## src/rtl/pf_sched_pkg.sv

```systemverilog
// Shared types, default parameters and op-field helpers for the prefetch scheduler.
package pf_sched_pkg;

   typedef enum logic {
      PF_LVL_DC = 1'b0,
      PF_LVL_L2 = 1'b1
   } pf_lvl_e;

   localparam int unsigned PF_NPIPES        = 2;
   localparam int unsigned PF_OP_W          = 128;
   localparam int unsigned PF_LINE_LSB      = 6;
   localparam int unsigned PF_LINE_W        = 44;
   localparam int unsigned PF_LEVEL_BIT     = 127;
   localparam int unsigned PF_QDEPTH        = 4;
   localparam int unsigned PF_TOK_MAX       = 8;
   localparam int unsigned PF_REFILL_PERIOD = 4;

   // Widest op the helpers accept; callers zero-extend into it.
   localparam int unsigned PF_OP_W_MAX      = 256;

   // Line address field of an op (w must be below 64).
   function automatic logic [63:0] pf_line(input logic [PF_OP_W_MAX-1:0] op,
                                           input int unsigned lsb,
                                           input int unsigned w);
      return 64'(op >> lsb) & ((64'd1 << w) - 64'd1);
   endfunction

   // Destination pipe: low line-address bits (npipes is a power of two).
   function automatic logic [7:0] pf_pipe(input logic [63:0] line,
                                          input int unsigned npipes);
      return 8'(line & 64'(npipes - 1));
   endfunction

endpackage

```

## src/rtl/pfe_sched_if.sv

```systemverilog
// Valid/retry channels of the scheduler: op input plus per-pipe DC and L2 request outputs.
interface pfe_sched_if
   import pf_sched_pkg::*;
#(
   parameter int unsigned NPIPES = PF_NPIPES,
   parameter int unsigned OP_W   = PF_OP_W
);
   logic                     in_valid;
   logic                     in_retry;
   logic [OP_W-1:0]          in_op;
   logic [NPIPES-1:0]        dc_req_valid;
   logic [NPIPES-1:0]        dc_req_retry;
   logic [NPIPES*OP_W-1:0]   dc_req;
   logic [NPIPES-1:0]        l2_req_valid;
   logic [NPIPES-1:0]        l2_req_retry;
   logic [NPIPES*OP_W-1:0]   l2_req;

   modport master (
      output in_valid, in_op, dc_req_retry, l2_req_retry,
      input  in_retry, dc_req_valid, dc_req, l2_req_valid, l2_req
   );

   modport slave (
      input  in_valid, in_op, dc_req_retry, l2_req_retry,
      output in_retry, dc_req_valid, dc_req, l2_req_valid, l2_req
   );
endinterface

```

## src/rtl/pf_sched_fifo.sv

```systemverilog
// Input op FIFO with flush and a registered occupancy count.
module pf_sched_fifo #(
   parameter int unsigned DEPTH = 4,
   parameter int unsigned WIDTH = 128
) (
   input  logic                       clk,
   input  logic                       reset,
   input  logic                       push,
   input  logic                       pop,
   input  logic                       flush,
   input  logic [WIDTH-1:0]           din,
   output logic [WIDTH-1:0]           dout,
   output logic                       full,
   output logic                       empty,
   output logic [$clog2(DEPTH):0]     count
);
   localparam int unsigned AW = $clog2(DEPTH);

   logic [WIDTH-1:0] mem [DEPTH];
   logic [AW-1:0]    wr_ptr;
   logic [AW-1:0]    rd_ptr;
   logic             do_push;
   logic             do_pop;

   assign full    = (count == (AW+1)'(DEPTH));
   assign empty   = (count == '0);
   assign do_push = push && !full && !flush;
   assign do_pop  = pop && !empty && !flush;
   assign dout    = mem[rd_ptr];

   // Storage write; contents need no reset since count gates visibility.
   always_ff @(posedge clk) begin
      if (do_push) mem[wr_ptr] <= din;
   end

   // Pointers and count; flush wins over any push/pop in the same cycle.
   always_ff @(posedge clk) begin
      if (reset || flush) begin
         wr_ptr <= '0;
         rd_ptr <= '0;
         count  <= '0;
      end else begin
         if (do_push) wr_ptr <= wr_ptr + 1'b1;
         if (do_pop)  rd_ptr <= rd_ptr + 1'b1;
         count <= count + (AW+1)'(do_push) - (AW+1)'(do_pop);
      end
   end
endmodule

```

## src/rtl/pfe_sched.sv

```systemverilog
// Prefetch dispatch scheduler: queues ops, drops per-level back-to-back duplicate
// lines, rate-limits each level with a token bucket and steers ops to per-pipe staging.
module pfe_sched
   import pf_sched_pkg::*;
#(
   parameter int unsigned NPIPES        = PF_NPIPES,
   parameter int unsigned OP_W          = PF_OP_W,
   parameter int unsigned LINE_LSB      = PF_LINE_LSB,
   parameter int unsigned LINE_W        = PF_LINE_W,
   parameter int unsigned LEVEL_BIT     = PF_LEVEL_BIT,
   parameter int unsigned QDEPTH        = PF_QDEPTH,
   parameter int unsigned TOK_MAX       = PF_TOK_MAX,
   parameter int unsigned REFILL_PERIOD = PF_REFILL_PERIOD
) (
   input  logic        clk,
   input  logic        reset,
   input  logic        sched_enable,
   input  logic        flush,
   pfe_sched_if.slave  bus,
   output logic [15:0] stat_dispatched,
   output logic [15:0] stat_dropped
);
   localparam int unsigned PIPE_W = $clog2(NPIPES);
   localparam int unsigned TOK_W  = $clog2(TOK_MAX + 1);
   localparam int unsigned RC_W   = (REFILL_PERIOD > 1) ? $clog2(REFILL_PERIOD) : 1;
   localparam int unsigned CNT_W  = $clog2(QDEPTH) + 1;

   logic [OP_W-1:0]   head;
   logic              fifo_empty;
   logic              fifo_full;
   logic              fifo_push;
   logic              fifo_pop;
   logic [CNT_W-1:0]  fifo_count;

   logic [LINE_W-1:0] line;
   logic [PIPE_W-1:0] pipe;
   logic              lvl_bit;
   pf_lvl_e           lvl;

   logic              head_ok;
   logic              dup;
   logic              chan_free;
   logic              disp;

   logic [NPIPES-1:0] stg_vld    [2];
   logic [OP_W-1:0]   stg_op     [2][NPIPES];
   logic [NPIPES-1:0] chan_retry [2];
   logic [NPIPES-1:0] xfer       [2];
   logic [NPIPES-1:0] load       [2];
   logic [1:0]        consume;

   logic [TOK_W-1:0]  tok [2];
   logic [RC_W-1:0]   ref_cnt;
   logic              refill;

   logic [LINE_W-1:0] last_line [2];
   logic [1:0]        last_vld;

   pf_sched_fifo #(
      .DEPTH (QDEPTH),
      .WIDTH (OP_W)
   ) u_fifo (
      .clk   (clk),
      .reset (reset),
      .push  (fifo_push),
      .pop   (fifo_pop),
      .flush (flush),
      .din   (bus.in_op),
      .dout  (head),
      .full  (fifo_full),
      .empty (fifo_empty),
      .count (fifo_count)
   );

   // in_retry depends only on the registered count, never on downstream retry.
   assign bus.in_retry = (fifo_count == CNT_W'(QDEPTH));
   assign fifo_push    = bus.in_valid && !fifo_full;
   assign fifo_pop     = dup || disp;

   assign line    = LINE_W'(pf_line(PF_OP_W_MAX'(head), LINE_LSB, LINE_W));
   assign pipe    = PIPE_W'(pf_pipe(64'(line), NPIPES));
   assign lvl_bit = head[LEVEL_BIT];
   assign lvl     = pf_lvl_e'(lvl_bit);
   assign refill  = (ref_cnt == RC_W'(REFILL_PERIOD - 1));

   // Per-channel transfer detection from staging valid and downstream retry.
   always_comb begin
      chan_retry[PF_LVL_DC] = bus.dc_req_retry;
      chan_retry[PF_LVL_L2] = bus.l2_req_retry;
      for (int unsigned l = 0; l < 2; l++) xfer[l] = stg_vld[l] & ~chan_retry[l];
   end

   // Head decision: duplicate drop beats dispatch; anything else stalls in order.
   always_comb begin
      head_ok   = !fifo_empty && sched_enable;
      dup       = head_ok && last_vld[lvl] && (line == last_line[lvl]);
      chan_free = !stg_vld[lvl][pipe] || xfer[lvl][pipe];
      disp      = head_ok && !dup && chan_free && (tok[lvl] != '0);
      consume   = '0;
      load[0]   = '0;
      load[1]   = '0;
      if (disp) begin
         consume[lvl_bit]    = 1'b1;
         load[lvl_bit][pipe] = 1'b1;
      end
   end

   // Drive the packed request buses from the staging registers.
   always_comb begin
      bus.dc_req_valid = stg_vld[PF_LVL_DC];
      bus.l2_req_valid = stg_vld[PF_LVL_L2];
      bus.dc_req       = '0;
      bus.l2_req       = '0;
      for (int unsigned p = 0; p < NPIPES; p++) begin
         bus.dc_req[p*OP_W +: OP_W] = stg_op[PF_LVL_DC][p];
         bus.l2_req[p*OP_W +: OP_W] = stg_op[PF_LVL_L2][p];
      end
   end

   // Staging registers: a load in the same cycle as a transfer keeps valid high.
   always_ff @(posedge clk) begin
      for (int unsigned l = 0; l < 2; l++) begin
         for (int unsigned p = 0; p < NPIPES; p++) begin
            if (reset) begin
               stg_vld[l][p] <= 1'b0;
               stg_op[l][p]  <= '0;
            end else if (load[l][p]) begin
               stg_vld[l][p] <= 1'b1;
               stg_op[l][p]  <= head;
            end else if (xfer[l][p]) begin
               stg_vld[l][p] <= 1'b0;
            end
         end
      end
   end

   // Token buckets with a shared refill tick; refill plus consume leaves a bucket unchanged.
   always_ff @(posedge clk) begin
      if (reset) begin
         ref_cnt <= '0;
         for (int unsigned l = 0; l < 2; l++) tok[l] <= TOK_W'(TOK_MAX);
      end else begin
         ref_cnt <= refill ? '0 : ref_cnt + 1'b1;
         for (int unsigned l = 0; l < 2; l++) begin
            if (consume[l] && !refill)
               tok[l] <= tok[l] - 1'b1;
            else if (refill && !consume[l] && tok[l] != TOK_W'(TOK_MAX))
               tok[l] <= tok[l] + 1'b1;
         end
      end
   end

   // Duplicate filter state and saturating statistics.
   always_ff @(posedge clk) begin
      if (reset) begin
         last_vld        <= '0;
         last_line[0]    <= '0;
         last_line[1]    <= '0;
         stat_dispatched <= '0;
         stat_dropped    <= '0;
      end else begin
         if (disp) begin
            last_line[lvl_bit] <= line;
            last_vld[lvl_bit]  <= 1'b1;
         end
         if (disp && stat_dispatched != '1) stat_dispatched <= stat_dispatched + 16'd1;
         if (dup && stat_dropped != '1)     stat_dropped    <= stat_dropped + 16'd1;
      end
   end
endmodule

```

## src/flat_wrapper.sv

```systemverilog
// flat-port wrapper written by rule: the top's interface ports become plain ports
module pfe_sched_flat import pf_sched_pkg::*;
#(
   parameter int unsigned NPIPES        = PF_NPIPES,
   parameter int unsigned OP_W          = PF_OP_W,
   parameter int unsigned LINE_LSB      = PF_LINE_LSB,
   parameter int unsigned LINE_W        = PF_LINE_W,
   parameter int unsigned LEVEL_BIT     = PF_LEVEL_BIT,
   parameter int unsigned QDEPTH        = PF_QDEPTH,
   parameter int unsigned TOK_MAX       = PF_TOK_MAX,
   parameter int unsigned REFILL_PERIOD = PF_REFILL_PERIOD
)
  (clk, reset, sched_enable, flush, stat_dispatched, stat_dropped, bus_in_valid, bus_in_op, bus_dc_req_retry, bus_l2_req_retry, bus_in_retry, bus_dc_req_valid, bus_dc_req, bus_l2_req_valid, bus_l2_req);
  pfe_sched_if #(.NPIPES(NPIPES), .OP_W(OP_W)) bus_i ();
  input  logic clk;
  input  logic reset;
  input  logic sched_enable;
  input  logic flush;
  output logic [15:0] stat_dispatched;
  output logic [15:0] stat_dropped;
  input wire logic [$bits(bus_i.in_valid)-1:0] bus_in_valid;
  input wire logic [$bits(bus_i.in_op)-1:0] bus_in_op;
  input wire logic [$bits(bus_i.dc_req_retry)-1:0] bus_dc_req_retry;
  input wire logic [$bits(bus_i.l2_req_retry)-1:0] bus_l2_req_retry;
  output wire logic [$bits(bus_i.in_retry)-1:0] bus_in_retry;
  output wire logic [$bits(bus_i.dc_req_valid)-1:0] bus_dc_req_valid;
  output wire logic [$bits(bus_i.dc_req)-1:0] bus_dc_req;
  output wire logic [$bits(bus_i.l2_req_valid)-1:0] bus_l2_req_valid;
  output wire logic [$bits(bus_i.l2_req)-1:0] bus_l2_req;
  assign bus_i.in_valid = bus_in_valid;
  assign bus_i.in_op = bus_in_op;
  assign bus_i.dc_req_retry = bus_dc_req_retry;
  assign bus_i.l2_req_retry = bus_l2_req_retry;
  assign bus_in_retry = bus_i.in_retry;
  assign bus_dc_req_valid = bus_i.dc_req_valid;
  assign bus_dc_req = bus_i.dc_req;
  assign bus_l2_req_valid = bus_i.l2_req_valid;
  assign bus_l2_req = bus_i.l2_req;
  pfe_sched #(.NPIPES(NPIPES), .OP_W(OP_W), .LINE_LSB(LINE_LSB), .LINE_W(LINE_W), .LEVEL_BIT(LEVEL_BIT), .QDEPTH(QDEPTH), .TOK_MAX(TOK_MAX), .REFILL_PERIOD(REFILL_PERIOD)) u_core (.clk(clk), .reset(reset), .sched_enable(sched_enable), .flush(flush), .bus(bus_i), .stat_dispatched(stat_dispatched), .stat_dropped(stat_dropped));
endmodule
```

## config.mk

```make
export PLATFORM = sky130hd
export DESIGN_NAME = pfe_sched_flat
export DESIGN_NICKNAME = d
export VERILOG_FILES = /design/src/rtl/pf_sched_pkg.sv /design/src/rtl/pfe_sched_if.sv /design/src/rtl/pf_sched_fifo.sv /design/src/rtl/pfe_sched.sv /design/src/flat_wrapper.sv
export SDC_FILE = /design/constraint.sdc
export NUM_CORES = 1
export LEC_CHECK = 0
export CAP_MARGIN = 25
export CORE_ASPECT_RATIO = 1.75
export CORE_MARGIN = 2
export CORE_UTILIZATION = 40
export CTS_CLUSTER_SIZE = 16
export DETAILED_ROUTE_END_ITERATION = 7
export GPL_ROUTABILITY_DRIVEN = 0
export GPL_TIMING_DRIVEN = 0
export SYNTH_ARGS = -nofsm -noshare
export SYNTH_HDL_FRONTEND = slang
export SYNTH_SLANG_ARGS = --single-unit
```

## constraint.sdc

```tcl
create_clock -name clk -period 39.9 [get_ports clk]
set_input_delay 5.985 -clock clk [delete_from_list [all_inputs] [get_ports clk]]
set_output_delay 5.985 -clock clk [all_outputs]
set_load 0.005 [all_outputs]
```

==> out/metrics.yaml, run 1 <==
outcome:
  outcome: "complete, no violations"
critical_path:
  path_delay_family: "buffers and inverters"
  reg2regPathDepth: 15
  worstSetupPathType: "input port to flip-flop"
  r2r_setup_slack_ps: 34360
  crit_chain: "clkdlybuf4s50_1 > nand3_1 > o21ai_1 > a311oi_1 > o21bai_1 > nor2_4 > nand4_2 > inv_2 > buf_2 > clkbuf_1 > and2_1"
  cp.required_ps: 40470
  worst-path-buf-inv: 4
  r2r-end: "u_core.stg_op[0][113]"
  crit_arrival_ps: 10050
  slowest_stage: "nand4_2"
  end_kind: "flip-flop"
  slowest_delay_ps: 660
  path_max_fanout: 10
  critPathLaunchType: "input port"
routing:
  routedWlPerCell_um: 24.5
  remaining_drc_errors: 0
  drt_iter0_markers: 1741
  ant_nets: 0
  drt-pass1-iter-count: 5
  wirelength_mm: 119
  via_per_inst: 4.98
  via_count: 24300
clocking:
  numCtsBuffers: 107
  post_cts_buffers: 0
  cts.sinks: 1169
  hold_buffers: 0
  insertion_delay_ps: 720
  cts_tree: "built"
  cts_root_buf: "clkbuf_16"
  clock_tree.buffer_depth: 3
  clk_pin_slew_ps: 70
  cts_resized: 0
  cts_max_level: 3
global_routing:
  grt_first_pass_wirelength_mm: 172
  grt.overflow.total: 0
  grt_pass1_vias: 25700
  grt_max_degree: 53
  antenna_found_initial: 21
  grtUsageTotal_pct: 21.0
timing:
  tightest_slew_ps: 967
  hold_violations: 0
  setup_viol: 0
  rsz0062_at_grt: "no"
  fmax_mhz: 105
  layout_min_cycle_time_ps: 9480
  finalClockSkew_ps: 31.9
  setup_tns_ps: 0
  slew_headroom_pct: 35.5
  drv_slew: 0
  finalCritPeriodShare_pct: 23.8
finish:
  drive_gt1_share_pct: 11.4
  stdcell_count: 4876
  multiInputGateArea_um2: 8920
  n_fill_cell: 8864
  register_area_um2: 34700
  fin_nets: 3457
  area_growth_pct: 30.0
die:
  core_area_um2: 110000
  die_area_um2: 113000
  start_util_pct: 40.2
  die_height_um: 444
  ios: 686
  rows: 161
  fp.dieW_um: 255
worst_hold_path:
  whs_endpoint: "u_core.ref_cnt[0]"
  min_path_cells: 1
  hold_path.class: "flip-flop to flip-flop"
  min_from: "u_core.ref_cnt[0]"
synthesis:
  syn_inst: 2472
  synth_edf_count: 1124
  synth-seq-area-share_pct: 78.5
  ys_ff_latch: 1169
  synthArstFlopShare_pct: 0
  synth_top_area_share_pct: 76.4
  synth.most_common_cell: "edfxtp_1"
  synth_top_flop_cell: "edfxtp_1"
  synthAdderAreaFrac_pct: 0.459
  synth_top_family_by_area: "simple AND/OR/NAND/NOR gates"
  yosysUniqueCellTypes: 51
  yosys.area_share.simple_pct: 8.89
  synth-compound-area-share_pct: 0.570
  avgSynthCellArea_um2: 17.9
  synthMuxAreaShare_pct: 8.59
  synth-warning-count: 0
  synth_top_area_cell: "edfxtp_1"
  ys_top_cells_by_area: "edfxtp_1 76%, and2_1 4.8%, mux4_2 4.3%, mux2i_1 3.1%, nor2_1 2.6%"
  mappedNetlistArea_um2: 44200
  synthXorXnorAreaFrac_pct: 1.53
  netlist_top_cells_count: "1124 x edfxtp_1, 337 x and2_1, 309 x nor2_1"
power:
  total_leakage_power_nw: 19.8
  ir_drop_uv: 40.2
  total_power_mw: 2.59
  power_density_nw_per_um2: 45.0
placement:
  hpwlAfterDp_mm: 85.7
  dp.cells: 4661
  port_buffers: 684
run:
  maxCapViolations: 0
-- metrics by stage --
stage / hold slack [ps] / utilization [%] / cell area [um^2] / setup slack (ps)
2_1_floorplan: 408 / - / 44200 / 23040
3_5_place_dp: 428 / 49.0 / 53700 / 29600
4_1_cts: 438 / 52.3 / 57400 / 30370
6_report: 443 / 52.3 / 57400 / 30420
3_3_place_gp: 420 / 48.1 / 52900 / 13560
5_1_grt: 465 / 52.3 / 57400 / 30240
-- power by group --
part	switching, mW	leakage, nW	internal [mW]
Combinational	0.0673	6.72	0.0658
Sequential	0.0111	11.3	1.38
Clock	0.458	1.77	0.605
-- metal layers --
metal  up-vias  track usage [%]  wire length [um]
met5         -                0               121
met4        20             7.74              3650
met3       194             5.01              8740
met2       885             37.5             62900
met1     12300             24.3             44000
li1      10900                -                 -
-- layout by cell type (no fill, tap or decap), types with 16 or more instances in the layout --
master           instances
nand2_1                 18
xor2_1                  58
clkbuf_16              108
buf_2                   23
mux2i_1                137
and2_1                 333
clkinv_2                19
nand3_1                 27
xnor2_1                 19
nor2_1                 309
dfxtp_1                 45
mux4_2                  85
inv_1                   29
buf_12                  16
clkbuf_1                95
clkdlybuf4s50_1        684
mux2_2                  44
bufinv_16               16
clkinv_1                22
edfxtp_1              1124
buf_16                  18
-- worst max-delay path by stage --
stage	start	end	slack, ps	cells after the start
2_1_floorplan	bus_l2_req_retry[1]	u_core.stg_op[0][0]	23040	7
3_3_place_gp	bus_l2_req_retry[1]	u_core.stg_op[1][93]	13560	8
3_5_place_dp	bus_l2_req_retry[1]	u_core.stg_op[0][115]	29600	11
4_1_cts	bus_l2_req_retry[1]	u_core.stg_op[0][115]	30370	11
5_1_grt	bus_l2_req_retry[0]	u_core.stg_op[0][111]	30240	11
6_report	bus_l2_req_retry[1]	u_core.stg_op[0][113]	30420	11
-- worst reg2reg max path, cell delays in order, from the launching register on --
cell and delay (ps):
dfxtp_1 500, buf_2 340, buf_1 330, buf_8 210, mux2_2 490, xor2_1 310, nor4_1 90, nand4_1 190
nor3_2 80, buf_4 200, nor2_4 310, nand4_2 660, inv_2 450, buf_2 410, clkbuf_1 610, and2_1 230
-- registers in the layout (all words and copies together), names as in the netlist, named ones only --
register                cells
u_core.last_line           88
u_core.last_vld             2
u_core.stg_vld              4
u_core.tok                  8
u_core.u_fifo.rd_ptr        2
u_core.u_fifo.wr_ptr        2
u_core.u_fifo.count         3
u_core.stg_op             512
u_core.stat_dropped        16
u_core.ref_cnt              2
u_core.stat_dispatched     16
u_core.u_fifo.mem         512
-- final cells by class --
cell class                 count  area share [%]
clock buffer                 130            4.85
sequential                  1169            60.3
timing repair buffer         721            13.4
tap                         1467            3.20
antenna                       11          0.0479
buffer                       112           0.920
clock inverter                72            1.46
inverter                      34           0.222
multi-input combinational   1160            15.5
-- logic make-up after synthesis --
logic type,after synthesis
xor+xnor,77
flops,1169
mux,267
simple gates,759
fa+ha+maj,15
other cells,1
compound gates,38
buf+inv,146
(Power assumes the default switching activity.)
==> run 2: changes to the inputs <==
- clock period: 39.9 -> 9.5 ns (I/O delays scaled with it)
==> out/metrics.yaml, run 2 (synthesized netlist as in run 1, its figures left out) <==
outcome:
  outcome: "complete, no violations"
timing:
  drv_slew: 0
  rsz0062_at_grt: "no"
  hold_violations: 0
  timing.hold.ws_ps: 432
  finalCritPeriodShare_pct: 58.2
  setup_slack_ps: 3970
  setup_tns_ps: 0
  slew_headroom_pct: 33.1
  finalClockSkew_ps: 39.3
  layout_min_cycle_time_ps: 5530
  fmax_mhz: 181
  setup_viol: 0
  tightest_slew_ps: 1000
finish:
  final_area_um2: 57400
  final_common_cell: "edfxtp_1"
  drive_gt1_share_pct: 11.5
  area_growth_pct: 30.0
  layout_common_cells: "1124 x edfxtp_1, 684 x clkdlybuf4s50_1, 333 x and2_1, 309 x nor2_1, 137 x mux2i_1"
  fin_nets: 3460
  top_regs: "u_core.stg_op: 512 flops, u_core.u_fifo.mem: 512 flops, u_core.last_line: 88 flops"
die:
  ios: 686
  rows: 161
  fp.dieW_um: 255
  die_area_um2: 113000
  start_util_pct: 40.2
  core_area_um2: 110000
  die_height_um: 444
global_routing:
  grt_first_pass_wirelength_mm: 175
  antenna_found_initial: 23
  grt.overflow.total: 0
  grt_pass1_vias: 26000
  grtUsageTotal_pct: 21.4
  grt_max_degree: 49
power:
  ir_drop_uv: 187
  power_density_nw_per_um2: 188
  total_leakage_power_nw: 19.8
critical_path:
  crit_arrival_ps: 6100
  worstSetupPathType: "flip-flop to flip-flop"
  cp.required_ps: 10070
  path_max_fanout: 10
  critPathLaunchType: "flip-flop"
  end_kind: "flip-flop"
run:
  maxCapViolations: 0
clocking:
  cts_tree: "built"
  hold_buffers: 0
  cts.sinks: 1169
  cts_max_level: 3
  cts_resized: 0
  clk_pin_slew_ps: 70
  cts_root_buf: "clkbuf_16"
  clock_tree.buffer_depth: 3
  post_cts_buffers: 0
  numCtsBuffers: 105
  insertion_delay_ps: 730
placement:
  pre_cts_ws_ps: 3770
  hpwlAfterDp_mm: 86.3
  placedInstanceArea_um2: 53800
  port_buffers: 684
routing:
  routedWlPerCell_um: 24.8
  via_per_inst: 5.02
  remaining_drc_errors: 0
  ant_nets: 0
  drt_iter0_markers: 1644
  via_count: 24500
  wirelength_mm: 121
  drt-pass1-iter-count: 6
worst_hold_path:
  hold_path.class: "flip-flop to flip-flop"
[run 2: changes by cell type in the layout (fill, tap and decap cells not counted), moves of 3 or more]
cell	change
buf_12	+6
clkinv_1	-5
buf_16	-4
diode_2	+4
buf_8	+3
clkinvlp_4	+3
[run 2: per-layer routing]
metal  vias to the layer above  GRT usage, %  part of all wire, %
li1                      10900             -                    -
met1                     12500          24.6                   37
met2                       893          38.8                   54
met3                       205          4.70                  6.6
met4                        14          7.47                  2.8
met5                         -             0                0.076
[run 2: through the flow]
step / utilization, % / instances / total power [mW]
finish: 52.3 / 4879 / 10.8
global route: 52.3 / 4876 / 11.1
CTS: 52.2 / 4861 / 10.9
detailed placement: 49.0 / 4665 / 6.51
global placement: 48.1 / 4626 / 6.53
floorplan: - / 2475 / 6.14
[run 2: final timing paths]
| path | from | slack [ps] | depth (start not counted) | endpoint |
|---|---|---|---|---|
| hold / removal | u_core.ref_cnt[0] | 430 | 1 | u_core.ref_cnt[0] |
| hold reg to reg | u_core.ref_cnt[0] | 430 | 1 | u_core.ref_cnt[0] |
| setup / recovery | flip-flop | 3970 | 15 | u_core.stg_op[0][114] |
| setup reg to reg | flip-flop | 3970 | 15 | u_core.stg_op[0][114] |
[run 2: critical path: stages (launching register included)]
cell      delay, ps
dfxtp_1         490
buf_2           350
buf_1           300
buf_8           220
mux2_2          480
xor2_1          300
nor4_1          100
nand4_1         200
nor3_2           70
buf_4           200
nor2_4          310
nand4_2         660
inv_2           440
buf_2           440
clkbuf_1        570
and2_1          230
[run 2: power by group]
group          total [mW]  internal (mW)  switching (mW)
Combinational       0.559          0.275           0.283
Clock                4.38           2.45            1.93
Sequential           5.83           5.79          0.0476
[run 2: cell type report]
type	count	area (um^2)
Antenna cell	15	37.5
Inverter	34	128
Timing Repair Buffer	726	7760
Multi-Input combinational cell	1160	8920
Clock buffer	128	2740
Clock inverter	68	797
Buffer	112	528
Tap cell	1467	1840
Sequential cell	1169	34700
Fill cell	8851	52400
